<file path="src/rtl/fifo_ctrl.sv">
// fifo_ctrl: pointer/occupancy controller sequencing a FIFO memory array.
// Define FIFO_CTRL_ERR_EN to build the sticky overflow/underflow error flags.
module fifo_ctrl #(
    parameter int  DATA_WIDTH      = 32,
    parameter int  OSTD_NUM        = 8,
    parameter int  THRESHOLD_VALUE = OSTD_NUM / 2,
    parameter int  PTR_SIZE        = $clog2(OSTD_NUM),
    localparam int CNT_SIZE        = $clog2(OSTD_NUM + 1)
) (
    input  logic                clk_in,
    input  logic                areset,
    input  logic                flush,
    input  logic                wr_valid,
    output logic                wr_ready,
    output logic                rd_valid,
    input  logic                rd_ready,
    output logic                fifo_wenable,
    output logic                fifo_renable,
    output logic [PTR_SIZE-1:0] write_ptr,
    output logic [PTR_SIZE-1:0] read_ptr,
    output logic [CNT_SIZE-1:0] count,
    output logic                full,
    output logic                empty,
    output logic                almost_empty,
    input  logic                err_clr,
    output logic                overflow_err,
    output logic                underflow_err
);

    typedef enum logic [1:0] {
        ST_EMPTY   = 2'd0,
        ST_PARTIAL = 2'd1,
        ST_FULL    = 2'd2
    } state_t;

    state_t              state_r;
    logic [PTR_SIZE-1:0] wr_ptr_r;
    logic [PTR_SIZE-1:0] rd_ptr_r;
    logic [CNT_SIZE-1:0] count_r;
    logic                almost_empty_r;
    logic                push_s;
    logic                pop_s;
    logic [31:0]         unused_width_s;

    // Pointers wrap at the depth, which need not be a power of two.
    function automatic logic [PTR_SIZE-1:0] ptr_inc(input logic [PTR_SIZE-1:0] p);
        return (p == PTR_SIZE'(OSTD_NUM - 1)) ? {PTR_SIZE{1'b0}} : p + PTR_SIZE'(1);
    endfunction

    function automatic logic below_thr(input logic [CNT_SIZE-1:0] c);
        return int'(c) < THRESHOLD_VALUE;
    endfunction

    assign unused_width_s = 32'(DATA_WIDTH);

    assign full         = (state_r == ST_FULL);
    assign empty        = (state_r == ST_EMPTY);
    assign wr_ready     = ~full;
    assign rd_valid     = ~empty;
    assign push_s       = wr_valid & wr_ready & ~flush;
    assign pop_s        = rd_valid & rd_ready & ~flush;
    assign fifo_wenable = push_s;
    assign fifo_renable = rd_valid;
    assign write_ptr    = wr_ptr_r;
    assign read_ptr     = rd_ptr_r;
    assign count        = count_r;
    assign almost_empty = almost_empty_r;

    // Occupancy FSM, pointers, count and threshold flag.
    always_ff @(posedge clk_in or posedge areset) begin
        if (areset) begin
            state_r        <= ST_EMPTY;
            wr_ptr_r       <= {PTR_SIZE{1'b0}};
            rd_ptr_r       <= {PTR_SIZE{1'b0}};
            count_r        <= {CNT_SIZE{1'b0}};
            almost_empty_r <= below_thr({CNT_SIZE{1'b0}});
        end else if (flush) begin
            state_r        <= ST_EMPTY;
            wr_ptr_r       <= {PTR_SIZE{1'b0}};
            rd_ptr_r       <= {PTR_SIZE{1'b0}};
            count_r        <= {CNT_SIZE{1'b0}};
            almost_empty_r <= below_thr({CNT_SIZE{1'b0}});
        end else begin
            if (push_s) begin
                wr_ptr_r <= ptr_inc(wr_ptr_r);
            end
            if (pop_s) begin
                rd_ptr_r <= ptr_inc(rd_ptr_r);
            end
            case ({push_s, pop_s})
                2'b10: begin
                    count_r        <= count_r + CNT_SIZE'(1);
                    almost_empty_r <= below_thr(count_r + CNT_SIZE'(1));
                    state_r        <= (count_r == CNT_SIZE'(OSTD_NUM - 1)) ? ST_FULL : ST_PARTIAL;
                end
                2'b01: begin
                    count_r        <= count_r - CNT_SIZE'(1);
                    almost_empty_r <= below_thr(count_r - CNT_SIZE'(1));
                    state_r        <= (count_r == CNT_SIZE'(1)) ? ST_EMPTY : ST_PARTIAL;
                end
                default: begin
                    count_r        <= count_r;
                    almost_empty_r <= almost_empty_r;
                    state_r        <= state_r;
                end
            endcase
        end
    end

`ifdef FIFO_CTRL_ERR_EN
    logic overflow_r;
    logic underflow_r;

    // Sticky error capture; clear beats a same-cycle set and flush leaves them alone.
    always_ff @(posedge clk_in or posedge areset) begin
        if (areset) begin
            overflow_r  <= 1'b0;
            underflow_r <= 1'b0;
        end else if (err_clr) begin
            overflow_r  <= 1'b0;
            underflow_r <= 1'b0;
        end else begin
            if (wr_valid & full) begin
                overflow_r <= 1'b1;
            end
            if (rd_ready & empty) begin
                underflow_r <= 1'b1;
            end
        end
    end

    assign overflow_err  = overflow_r;
    assign underflow_err = underflow_r;
`else
    logic unused_err_clr_s;

    assign unused_err_clr_s = err_clr;
    assign overflow_err     = 1'b0;
    assign underflow_err    = 1'b0;
`endif

endmodule
</file>
<file path="config.mk">
export PLATFORM = sky130hd
export DESIGN_NAME = fifo_ctrl
export DESIGN_NICKNAME = d
export VERILOG_FILES = /design/src/rtl/fifo_ctrl.sv
export SDC_FILE = /design/constraint.sdc
export NUM_CORES = 1
export LEC_CHECK = 0
export CORE_ASPECT_RATIO = 0.5
export CORE_MARGIN = 2
export CORE_UTILIZATION = 40
export CTS_CLUSTER_SIZE = 28
export DETAILED_ROUTE_END_ITERATION = 8
export DONT_BUFFER_PORTS = 1
export PLACE_DENSITY = 0.51
export SLEW_MARGIN = 15
export SYNTH_ARGS = -nofsm -noshare
export SYNTH_HDL_FRONTEND = slang
export SYNTH_SLANG_ARGS = --single-unit
</file>
<file path="constraint.sdc">
create_clock -name clk_in -period 2.2 [get_ports clk_in]
set_input_delay 0.44 -clock clk_in [delete_from_list [all_inputs] [get_ports clk_in]]
set_output_delay 0.44 -clock clk_in [all_outputs]
set_load 0.01 [all_outputs]
</file>
# Yosys cells after proc, flatten, opt, wreduce, memory -nomap -nowiden
# Cells that the tools add are included.
[totals] regBits=13 input_bits=6 output_inout_bits=19 elab_cells=43
[op_classes] n_addsub=4 order_cmp=2 eq_ne=7 mux=14 bitwise=7 reduce_logical=4
[ops] op="3-bit 2-to-1 mux" count=6
[ops] op="4-bit by 3-bit less-than comparator with 1-bit output (second input constant)" count=2
[ops] op="4-bit case mux with 2 select lines" count=1
[ops] op="3-bit by 1-bit adder with 3-bit output (second input constant)" count=2
[ops] op="3-bit == test (second input constant)" count=2
[ops] op="4-bit by 1-bit adder with 4-bit output (second input constant)" count=1
[ops] op="1-bit AND" count=4
[ops] op="2-bit == test (second input constant)" count=2
[ops] op="4-bit by 1-bit == test with 1-bit output (second input constant)" count=1
[ops] op="4-bit by 3-bit == test with 1-bit output (second input constant)" count=1
[ops] op="2-bit 2-to-1 mux" count=2
[ops] op="4-bit 2-to-1 mux" count=1
[ops] op="2-bit case mux with 2 select lines" count=1
[ops] op="2-bit nonzero test" count=2
[ops] op="4-bit by 1-bit subtractor with 4-bit output (second input constant)" count=1
[ops] op="1-bit inverter" count=3
[ops] op="3-bit nonzero test" count=1
[ops] op="2-bit by 1-bit == test with 1-bit output (second input constant)" count=1
[ops] op="2-bit zero test" count=1
[ops] op="1-bit 2-to-1 mux" count=2
[ops] op="1-bit case mux with 2 select lines" count=1

# Longest topological paths before layout
# Gate-level depths: netlist of run 1.
[depth] word_depth=7 depth_mapped=7 depth_no_buf=6

# Worst setup path before layout of run 1
# OpenSTA, ideal clock, no wires.
[synth_path] path_kind="input to register" startpoint="input port wr_valid" endpoint="register count_r[2], in the netlist count[2]" setup_time_ns=0.127 t_arrival_ns=1.691 t_required_ns=2.073 path_slack_ns=0.382 cell_stages=7 n_path_buf=3 cell_sequence="buf_6 -> and2_4 -> buf_6 -> a221o_1 -> buf_6 -> a21oi_2 -> mux2_1"
[synth_between] elab_chain_len=5 elab_cells_between_ends=7 classes_between="2 x eq/ne; 2 x mux; 2 x bitwise; 1 x reduce/logical"
[synth_lines] element="from (decl)" line_no="13" text="input logic wr_valid,"
[synth_lines] element="1-bit AND (*) (2 in series)" line_no="60" text="assign push_s = wr_valid & wr_ready & ~flush;"
[synth_lines] element="2-bit by 1-bit == test with 1-bit output / 2-bit == test (equally long branches)" line_no="90" text="case ({push_s, pop_s})"
[synth_lines] element="4-bit case mux with 2 select lines" line_no="90"
[synth_lines] element="4-bit 2-to-1 mux" line_no="77" text="end else if (flush) begin"
[synth_lines] element="to (signal assigned)" line_no="75" text="count_r <= {CNT_SIZE{1'b0}};"
[synth_lines] element="to (signal assigned)" line_no="81" text="count_r <= {CNT_SIZE{1'b0}};"
[synth_lines] element="to (signal assigned)" line_no="92" text="count_r <= count_r + CNT_SIZE'(1);"
[synth_lines] element="to (decl)" line_no="39" text="logic [CNT_SIZE-1:0] count_r;"
# Mark *: on every way between the ends. The rest lies on a longest branch, timed or not.
# A chain may end at the register's enable or synchronous reset.

# Worst setup path after layout of run 1
[layout_path] startpoint="register state_r[0]" endpoint="output port fifo_wenable"
[layout_between] elab_chain_len=4
[layout_lines] element="from (decl)" line_no="36" text="state_t state_r;"
[layout_lines] element="from (signal assigned)" line_no="94" text="state_r <= (count_r == CNT_SIZE'(OSTD_NUM - 1)) ? ST_FULL : ST_PARTIAL;"
[layout_lines] element="from (signal assigned)" line_no="99" text="state_r <= (count_r == CNT_SIZE'(1)) ? ST_EMPTY : ST_PARTIAL;"
[layout_lines] element="from (signal assigned)" line_no="104" text="state_r <= state_r;"
[layout_lines] element="2-bit == test" line_no="56" text="assign full = (state_r == ST_FULL);"
[layout_lines] element="1-bit inverter" line_no="58" text="assign wr_ready = ~full;"
[layout_lines] element="net wr_ready" line_no="14" text="output logic wr_ready,"
[layout_lines] element="1-bit AND (2 in series)" line_no="60"
[layout_lines] element="to (decl)" line_no="17" text="output logic fifo_wenable,"
# The timed path passes the listed nets, and every way through them passes these cells.

==> run summary, run 1 <==
The worst setup path is captured at an output pin. Of all flip-flops after synthesis, the portion carrying an async set or reset was 1.000. The library cell used most frequently in the layout, excluding fill and tap cells, is nand2_1. The worst setup path is launched from a flop.

The total wirelength of the detailed-routed design came out at 2128 um. The tree built by TritonCTS fans out to 13 sinks. The die width is 76.41 um.

In this run the critical register-to-register path is launched from state_r[0]$_DFFE_PP0P_. The worst reg-to-reg setup slack is 470 ps. In this run the power density over the cells is 624.3 nW/um2. The full die area came out at 3072 um2. The design area is 1030 um2.

In the layout the commonest cells are 15 x nand2_1, 12 x a21oi_1, 12 x dfrtp_1, 10 x nor2_1, 7 x ha_1. Entering global routing, the biggest net connects 17 pins. The final period demand of the worst path is 1888 ps. The DRC violations left is 0. The global-route wire length before repair is 3325 um.

The worst-case reg-to-reg path depth came out at 4. The number of violations of the max-capacitance limit is 0. The number of buffers added for setup after CTS came out at 0.

The slowest stage of the critical path belongs to the cell dfrtp_1. The area of the multi-input gates came out at 574.3 um2. The filler cells instantiated in the layout total 277. The worst hold path class is input port to async pin.

The DRC marker count from the first detailed-route iteration is 35. Of the cells placed in the final design, the portion with a size suffix greater than 1 is 0.1053. The non-filler instance count after layout is 151.

The unique cell type count in the Yosys netlist came out at 41. The final total power is 0.6429 mW. The number of I/O pins came out at 25.

The final HPWL from detailed placement came out at 1539 um. The root buffer cell chosen for the clock tree is clkbuf_8. The count of antenna diodes in the layout is 0. The count of flip-flops with a built-in enable after synthesis is 0. The all-layer global routing usage came out at 0.1481.

The worst-path maximum fanout came out at 8. The layout-stage area growth over the synthesis result is -1.790%. The peak ir drop on the vdd network came out at 240.9 uV. The total congestion overflow is 0. The flop and latch count out of synthesis is 13. The area of the mapped netlist came out at 1049 um2.

At the later pin of the worst-skew pair, clock insertion delay measures 240 ps. The clock-pin slew of the registers on the worst-case setup and hold paths is 60 ps. The number of antenna violations at the first check in global routing is 0. STA puts the critical path data required time at 1760 ps. The critical path class is flop to output pin. The hold-fix buffer count after cts is 0. The area occupied by registers is 326.6 um2. The initial standard-cell utilization of the core came out at 0.4132. Setup repair after global routing left no endpoint under its margin.

The maximum operating frequency came out at 529.7 MHz. The quantity of gates resized following cts came out at 0. The clock buffer count from CTS came out at 3. The endpoint identified for the worst register-to-register timing path is count[2]$_DFFE_PP0P_. The area of the placeable core is 2537 um2.

The first detailed-routing pass ran for 4 iterations. At the pin with the least slew margin, the transition time is 547.6 ps. The number of synthesis warnings is 0. The share of synthesized area in the top cell type comes to 0.2864. At the end of routability-driven placement, the weighted congestion stood at 0.6839. The number of vias per cell after detailed routing came out at 5.285. Among all flip-flop cells after synthesis, the most frequent one is dfrtp_1. A synthesized cell averages 8.665 um2. The cell count after synthesis came out at 121. The static power due to leakage is 0.4540 nW. The via count is 798. The count of port buffers added during placement is 0.

The row count came out at 13. The floorplan step set the die height to 40.21 um. The worst clock skew came out at 2.869 ps. Headroom to the max-slew limit came out at 0.6345.

For this run, the register share of the synthesized area comes to 0.3115. The flow ran to the end, and the final reports show no timing, DRC or antenna violations. dfrtp_1 takes more of the synthesized area than any other cell. The arrival time at the worst endpoint is 1450 ps. The final critical-path share of the clock period came out at 0.8581. The post-place instance area came out at 984.7 um2. The final layout contains 128 nets.

The via count of the first global-routing pass is 672. The routed length per placed instance came out at 14.09 um. The number of hold violations in the final report came out at 0. CTS built an H-tree with a depth of 1. The critical path goes through nand2b_1 > nand2_1 > nor2_1. The TritonCTS clock tree is built. In this run the remaining antenna-violating nets after routing total 0. The final-report setup violation count came out at 0. The sum of negative setup slack is 0 ps. The delay contributed by the slowest stage of the critical path is 470 ps. The final max-slew violation count was 0. By area the synthesized netlist is led by dfrtp_1 29%, ha_1 8.4%, buf_6 6.4%. The number of buffers on the longest clock path is 2. The number of placed instances with taps included is 147.
cells by family after synthesis:
logic type | synth area share
simple gates | 0.2136
compound gates | 0.1886
buf+inv | 0.1444
flops | 0.3115
fa+ha+maj | 0.08353
xor+xnor | 0.02506
mux | 0.02983
other cells | 0.003577
metal layers:
layer | global-route usage | routed length [um] | vias up
li1 | - | - | 402
met1 | 0.1995 | 1127 | 377
met2 | 0.2235 | 843 | 19
met3 | 0.07207 | 157 | 0
met4 | 0.01364 | 0 | 0
met5 | 0 | 0 | -
synth_stat cells, types with 2 or more instances:
| cell | number |
|---|---|
| nand3b_1 | 2 |
| mux2i_1 | 2 |
| o32ai_1 | 2 |
| a21oi_2 | 2 |
| xnor2_1 | 2 |
| nor3_1 | 3 |
| o211ai_1 | 2 |
| nand2b_1 | 3 |
| nor2_1 | 10 |
| ha_1 | 7 |
| buf_4 | 6 |
| a21oi_1 | 12 |
| nand2_1 | 15 |
| dfrtp_1 | 12 |
| a221oi_1 | 2 |
| nand4b_1 | 2 |
| nand3_1 | 3 |
| buf_6 | 6 |
| inv_1 | 6 |
worst max-delay path by stage:
stage	from	end	slack, ps	cells after the start
5_1_grt	state_r[0]$_DFFE_PP0P_	fifo_wenable	180	3
3_3_place_gp	state_r[0]$_DFFE_PP0P_	count[2]$_DFFE_PP0P_	460	4
4_1_cts	state_r[0]$_DFFE_PP0P_	fifo_wenable	300	3
3_5_place_dp	state_r[0]$_DFFE_PP0P_	count[2]$_DFFE_PP0P_	460	4
2_1_floorplan	wr_valid	count[2]$_DFFE_PP0P_	380	7
6_report	state_r[0]$_DFFE_PP0P_	fifo_wenable	310	3
power breakdown:
group	switching, mW	leakage, nW	internal (mW)
sequential	0.0312	0.174	0.256
clock	0.0920	0.0228	0.128
combinational	0.0790	0.258	0.0566
area by class of cell:
cell class                 instances  share of cell area
multi-input combinational         89              0.5577
inverter                           6             0.02187
clock buffer                       4             0.04374
sequential                        13              0.3171
tap                               37             0.04496
timing repair buffer               2             0.01458
sequential cells by signal (all words and copies together) (netlist names):
name          count
count             4
read_ptr          3
write_ptr         3
state_r           2
almost_empty      1
stage by stage:
step	util	setup slack [ps]	hold slack, ps
finish	0.4058	312.3	125.8
global route	0.4058	184.3	182.4
CTS	0.4058	295.3	138.3
detailed placement	0.3881	457.1	410.8
global placement	0.3881	461.1	407.2
floorplan	-	381.9	316.2
critical path: cells and delay by family, from the launching register on:
| kind | cells | cell delay [ps] |
|---|---|---|
| AND/OR/NAND/NOR | 3 | 740 |
| flip-flops | 1 | 470 |
Note: power is estimated with default switching activity, not from simulation.
==> run 2, diff against run 1 <==
==> constraint.sdc (replaced) <==
create_clock -name clk_in -period 2.2 [get_ports clk_in]
set_input_delay 0.22 -clock clk_in [delete_from_list [all_inputs] [get_ports clk_in]]
set_output_delay 0.22 -clock clk_in [all_outputs]
set_load 0.01 [all_outputs]
==> run summary, run 2 (same netlist as run 1, synthesis figures left out) <==
In this run the worst path has a maximum fanout of 8. The worst setup path is captured at a flop. The flip-flop count of the largest register, all copies and words added came out at 4.

The number of placed instances with taps included came out at 147. The via count of the first global-routing pass came out at 686. The non-filler instance count after layout is 152. The critical path goes through and2_4 > a221o_1 > a21oi_2 > mux2_1.

The delay contributed by the slowest stage of the critical path is 480 ps. The number of iterations in the first detailed-routing pass came out at 5. The arrival time at the worst endpoint came out at 1860 ps. In this run the post-CTS setup repair buffer count came out at 0.

The number of vias per cell after detailed routing came out at 5.237. The number of clock sinks is 13. The worst register-to-register path begins at state_r[0]$_DFFE_PP0P_. The worst-margin pin slew came out at 539.0 ps. The wire length on met1 is 1123 um. The row count is 13. The vertical extent of the die is 40.21 um. In this run the count of I/O pins placed on the die edge is 25. The utilization after layout came out at 0.4098.

For this run, the top clock speed supported by timing is 578.2 MHz. The most critical setup path has its startpoint at state_r[0]$_DFFE_PP0P_. The buffers plus inverters on the worst setup path is 0. The DRC violations left came out at 0.

The full die area is 3072 um2. In the layout the commonest cells are 15 x nand2_1, 12 x a21oi_1, 12 x dfrtp_1, 10 x nor2_1, 7 x ha_1. Setup repair after global routing left no endpoint under its margin.

The most common cell after layout, fill and taps aside is nand2_1. The amount of wire on met3 after detailed routing came out at 153 um. The total wirelength of the detailed-routed design came out at 2172 um. The worst clock skew is 3.890 ps. The final-report setup violation count is 0. The slowest stage of the critical path is the a221o_1 cell.

Summed over all cells, the static leakage comes to 0.4582 nW. The clock network latency to the later pin of the worst-skew pair came out at 240 ps. The area growth from synthesis to layout is -0.8351%. The launching element type of the critical path is a flop. The peak ir drop on the vdd network came out at 253.1 uV. The required time reported for the critical path endpoint came out at 2330 ps. The critical path in this run is classified as flop to flop. The worst hold path belongs to the class input port to flop. The number of hold violations in the final report is 0.

Hold timing on the final database bottoms out at a slack of 25.00 ps. The filler cell count came out at 276. The via count came out at 796. The cell sitting at the root of the clock tree is a clkbuf_8. The count of antenna diodes in the layout came out at 0.

The net count of the finished layout is 129. Dividing total power by cell area gives a power density of 617.8 nW/um2. The number of antenna violations at the first check in global routing came to 0. The global-route wire length before repair came out at 3401 um. The share of layout cells above drive strength 1 is 0.1043.

In this run the most critical hold path is launched from flush. TritonCTS built the clock tree. The detailed router finished its first iteration with 19 violations. The number of buffers on the longest clock path is 2.

The routed length per placed instance came out at 14.29 um. The all-layer global routing usage came out at 0.1526. The total congestion overflow is 0. The die width is 76.41 um. The area of the placeable core came out at 2537 um2. The sum of negative setup slack came out at 0 ps. The initial standard-cell utilization of the core came out at 0.4132. In this run the tool buffered the top-level ports with 0 buffer cells. The design area came out at 1040 um2. The flow ran to the end, and the final reports show no timing, DRC or antenna violations. The final max-slew violation count is 0. The clock buffer count from CTS came out at 3. At the end of routability-driven placement, the weighted congestion stood at 0.7248. Clock-pin slew was measured on the worst setup and hold paths at 60 ps. The top layer used by detailed routing is met4. The final HPWL from detailed placement came out at 1593 um. The pin count of the biggest net entering global routing is 17.

Broken down by cell family, the worst path's largest delay share belongs to compound AO/OA/AOI/OAI gates. The number of violations of the max-capacitance limit came out at 0. In this run the cell area measured after placement is 984.7 um2. The final period demand of the worst path is 1730 ps. The relative max-transition margin came out at 0.6403.

The met2 layer wire length in the routed design is 888 um. The deepest level of the CTS H-tree is 1. The number of antenna-violating nets in the routed design is 0. Dividing the final minimum period by the clock period gives 0.7861.
==> run 2: cell count changes in the layout (fill, tap and decap cells not counted), sizes merged <==
cell         delta
dlygate4sd3     +1
==> run 2: what timing repair did <==
action	4_1_cts	5_1_grt
hold endpoints to repair	12	0
hold buffers	1	0
resized for setup	0	0
==> run 2: power breakdown <==
group          internal (mW)  switching [mW]  total (mW)
combinational         0.0579          0.0791       0.137
sequential             0.256          0.0309       0.287
clock                  0.128          0.0903       0.218
==> run 2: final timing paths <==
check                                            to  slack, ps  cells after the start
setup / recovery               count[2]$_DFFE_PP0P_        470                      4
hold / removal               state_r[0]$_DFFE_PP0P_         30                      1
setup reg to reg               count[2]$_DFFE_PP0P_        470                      4
hold reg to reg            almost_empty$_DFFE_PP1P_        580                      2
max in group asynchronous  almost_empty$_DFFE_PP1P_       1380                      2
min in group asynchronous      count[2]$_DFFE_PP0P_        460                      2
==> run 2: area by class of cell <==
cell class / instances / area [um2] / area share
clock buffers: 4 / 45.04 / 0.04332
inverters: 6 / 22.52 / 0.02166
multi-input cells: 89 / 574.3 / 0.5523
flip-flops and latches: 13 / 326.6 / 0.3141
well taps: 37 / 46.29 / 0.04452
repair buffers: 3 / 25.02 / 0.02407
==> run 2: worst register-to-register path, stage by stage, from the launching register on <==
cell     delay, ps
dfrtp_1        450
and2_4         200
a221o_1        480
a21oi_2        160
mux2_1         320
==> run 2: layer usage <==
metal	GRT usage	vias up
li1	-	402
met1	0.1829	366
met2	0.2677	26
met3	0.07432	2
met4	0.01364	0
met5	0	-
==> run 2: per-stage QoR <==
step           total power [mW]  setup slack [ps]
4_1_cts                  0.6524             452.3
3_3_place_gp             0.4281             460.7
2_1_floorplan            0.4282             461.6
6_report                 0.6424             470.5
5_1_grt                  0.6851             370.2
3_5_place_dp             0.4285             461.4
==> run 3, diff against run 2 <==
Clock period 2.2 ns to 1.7 ns, I/O delays scaled along.
==> run summary, run 3 (same netlist as run 1, synthesis figures left out) <==
The flow ran to the end, and the final reports show no timing, DRC or antenna violations. For this block, the via count after detailed routing is 848. The global-route met2 utilization is 0.2633. The die width is 76.41 um. The post-place instance area came out at 1060 um2. In this run the number of cells on the critical path is 4.

Across the run, the number of max-cap violations was 0. The endpoint identified for the worst register-to-register timing path is count[2]$_DFFE_PP0P_. The via count of the first global-routing pass is 768. The arrival time at the worst endpoint came out at 1700 ps. After global routing the overflow that remains totals 0. The power density of the placed cells came out at 775.1 nW/um2. The flip-flop count of the largest register, all copies and words added came out at 4. At the end of the flow the core is filled with cells to 0.4438. The met1 capacity usage during global routing is 0.2314. The portion of total power attributed to combinational logic is 0.265. The worst-margin pin slew came out at 530.4 ps.

The area of the placeable core is 2537 um2. STA classifies the critical path endpoint as a flop. The peak ir drop on the vdd network came out at 409.1 uV.

The number of antenna violations at the first check in global routing came out at 0. The cell depth of the worst min-delay path came out at 2. The internal portion of the total power is 0.5954 mW. Leaving out fill and tap cells, the most frequent cells in the layout are 15 x nand2_1, 12 x a21oi_1, 12 x dfrtp_1, 12 x buf_4, 10 x nor2_1. The final HPWL from detailed placement came out at 1691 um. The final max-slew violation count came out at 0.

Dividing the final minimum period by the clock period gives 0.9258. The count of antenna diodes in the layout came out at 0. The TritonCTS clock tree is built. The die covers 3072 um2.

The clock-pin slew of the registers on the worst-case setup and hold paths came out at 60 ps. The clock network latency to the later pin of the worst-skew pair came out at 250 ps. Post-CTS timing repair inserted 0 buffers for setup. The DRC violations left is 0. The pin count of the biggest net entering global routing came out at 14. Leaving out fill and tap cells, the most frequent cell in the layout is nand2_1. The met3 track demand over resource in global routing is 0.06757. The layout-stage area growth over the synthesis result came out at 7.399%. In this run the most critical hold path is launched from flush. The slowest cell on the critical path is dfrtp_1. The number of nets in the finished design came out at 140. The number of clock sinks came out at 13.

The worst setup path is of the flop to flop kind. The tightest min-delay check is of the input port to flop type. The global routing stage identified its most utilized layer as met2. Buffers placed on the I/O ports in this run total 0.

The worst clock skew came out at 5.569 ps. The proportion of total power due to net switching is 0.3178. The clock power share is 0.324.

Timing would allow up to 635.4 MHz. The worst-case reg-to-reg path depth is 4. The row count is 13. The clock root buffer master is clkbuf_8. The analysis attributes to cell leakage a power of 0.5150 nW. The share of total power dissipated in sequential elements is 0.411. The net load switching power came out at 0.2774 mW. Traced cell by cell, the critical path runs through ha_1 > o21ai_0 > a21oi_2 > mux2_1.

The worst reg-to-reg setup slack came out at 130 ps. The number of hold violations in the final report is 0. The number of buffers on the longest clock path came out at 2. In the final layout, the share of cells above drive strength 1 is 0.1825.

Headroom to the max-slew limit came out at 0.6460. The delay contributed by the slowest stage of the critical path is 500 ps. The clock buffer count from CTS came out at 3. The number of buffers and inverters on the critical path is 0.

Setup violations remaining at the end of the flow were counted as 0. The number of antenna-violating nets in the routed design is 0. The design area came out at 1126 um2. Grouping stages by cell kind, the critical path spends the most delay in flip-flops. The number of vias per cell after detailed routing came out at 5.202. The number of iterations in the first detailed-routing pass is 4. The final period demand of the worst path came out at 1574 ps.

The all-layer global routing usage came out at 0.1702. The worst-path maximum fanout came out at 8. Summed over all failing endpoints, the final setup total negative slack is 0 ps. The required time reported for the critical path endpoint came out at 1830 ps.

The deepest level of the CTS H-tree came out at 1. The critical path launch point is count[1]$_DFFE_PP0P_. The total wirelength of the detailed-routed design came out at 2331 um. The pre-CTS worst setup slack is 140.6 ps. Setup repair after global routing left no endpoint under its margin. The number of I/O pins is 25. In the post-route analysis, the smallest setup slack over all paths is 126.1 ps.

The floorplan step set the die height to 40.21 um. The routed length per placed instance is 14.30 um. The weighted congestion at the end of routability-driven global placement is 0.7948. The DRC marker count from the first detailed-route iteration is 73. The global-route wire length before repair is 3864 um. The initial standard-cell utilization of the core is 0.4132. The launching element type of the critical path is a flop.

In this run the critical register-to-register path is launched from count[1]$_DFFE_PP0P_. The worst hold path terminates at almost_empty$_DFFE_PP1P_.
[run 3: changes by cell type in the layout (fill, tap and decap cells not counted), sizes merged]
cell / delta
dlygate4sd3: +1
clkinv: +1
buf: +10
clkbuf: -1
[run 3: how the worst max path moves through the flow]
stage | slack [ps] | endpoint
6_report | 130 | count[2]$_DFFE_PP0P_
5_1_grt | 30 | count[3]$_DFFE_PP0P_
4_1_cts | 130 | count[2]$_DFFE_PP0P_
3_5_place_dp | 140 | count[2]$_DFFE_PP0P_
3_3_place_gp | 140 | count[2]$_DFFE_PP0P_
2_1_floorplan | 4 | count[2]$_DFFE_PP0P_
[run 3: per-layer routing]
metal / share of wire / vias up
li1: - / 420
met1: 0.53 / 400
met5: 0 / -
met2: 0.40 / 26
met3: 0.061 / 2
met4: 0.0034 / 0
[run 3: stage by stage]
step / total power [mW] / hold WS (ps) / std cells
final: 0.8728 / 35.58 / 163
after detailed placement: 0.5900 / 132.5 / 157
after global routing: 0.9371 / 29.54 / 163
after CTS: 0.8878 / 28.66 / 163
after global placement: 0.5863 / 134.4 / 157
after floorplan: 0.5562 / 46.24 / 122
[run 3: area by class of cell]
cell class,instances,area [um2]
Timing Repair Buffer,14,110.1
Tap cell,37,46.29
Inverter,6,22.52
Sequential cell,13,326.6
Fill cell,266,1411
Multi-Input combinational cell,89,574.3
Clock inverter,1,5.005
Clock buffer,3,41.29
[run 3: what timing repair did]
action / CTS / global route
gates resized for setup: 0 / 0
hold buffers: 2 / 0
endpoints found under the setup margin: 0 / 0
endpoints found under the hold margin: 22 / 0
[run 3: power groups by stage]
stage | Sequential [mW] | Clock (mW) | Combinational [mW]
after floorplan | 0.364 | 0 | 0.193
after global placement | 0.364 | 0 | 0.223
after detailed placement | 0.364 | 0 | 0.226
after CTS | 0.359 | 0.295 | 0.234
after global routing | 0.363 | 0.312 | 0.262
final | 0.359 | 0.283 | 0.231
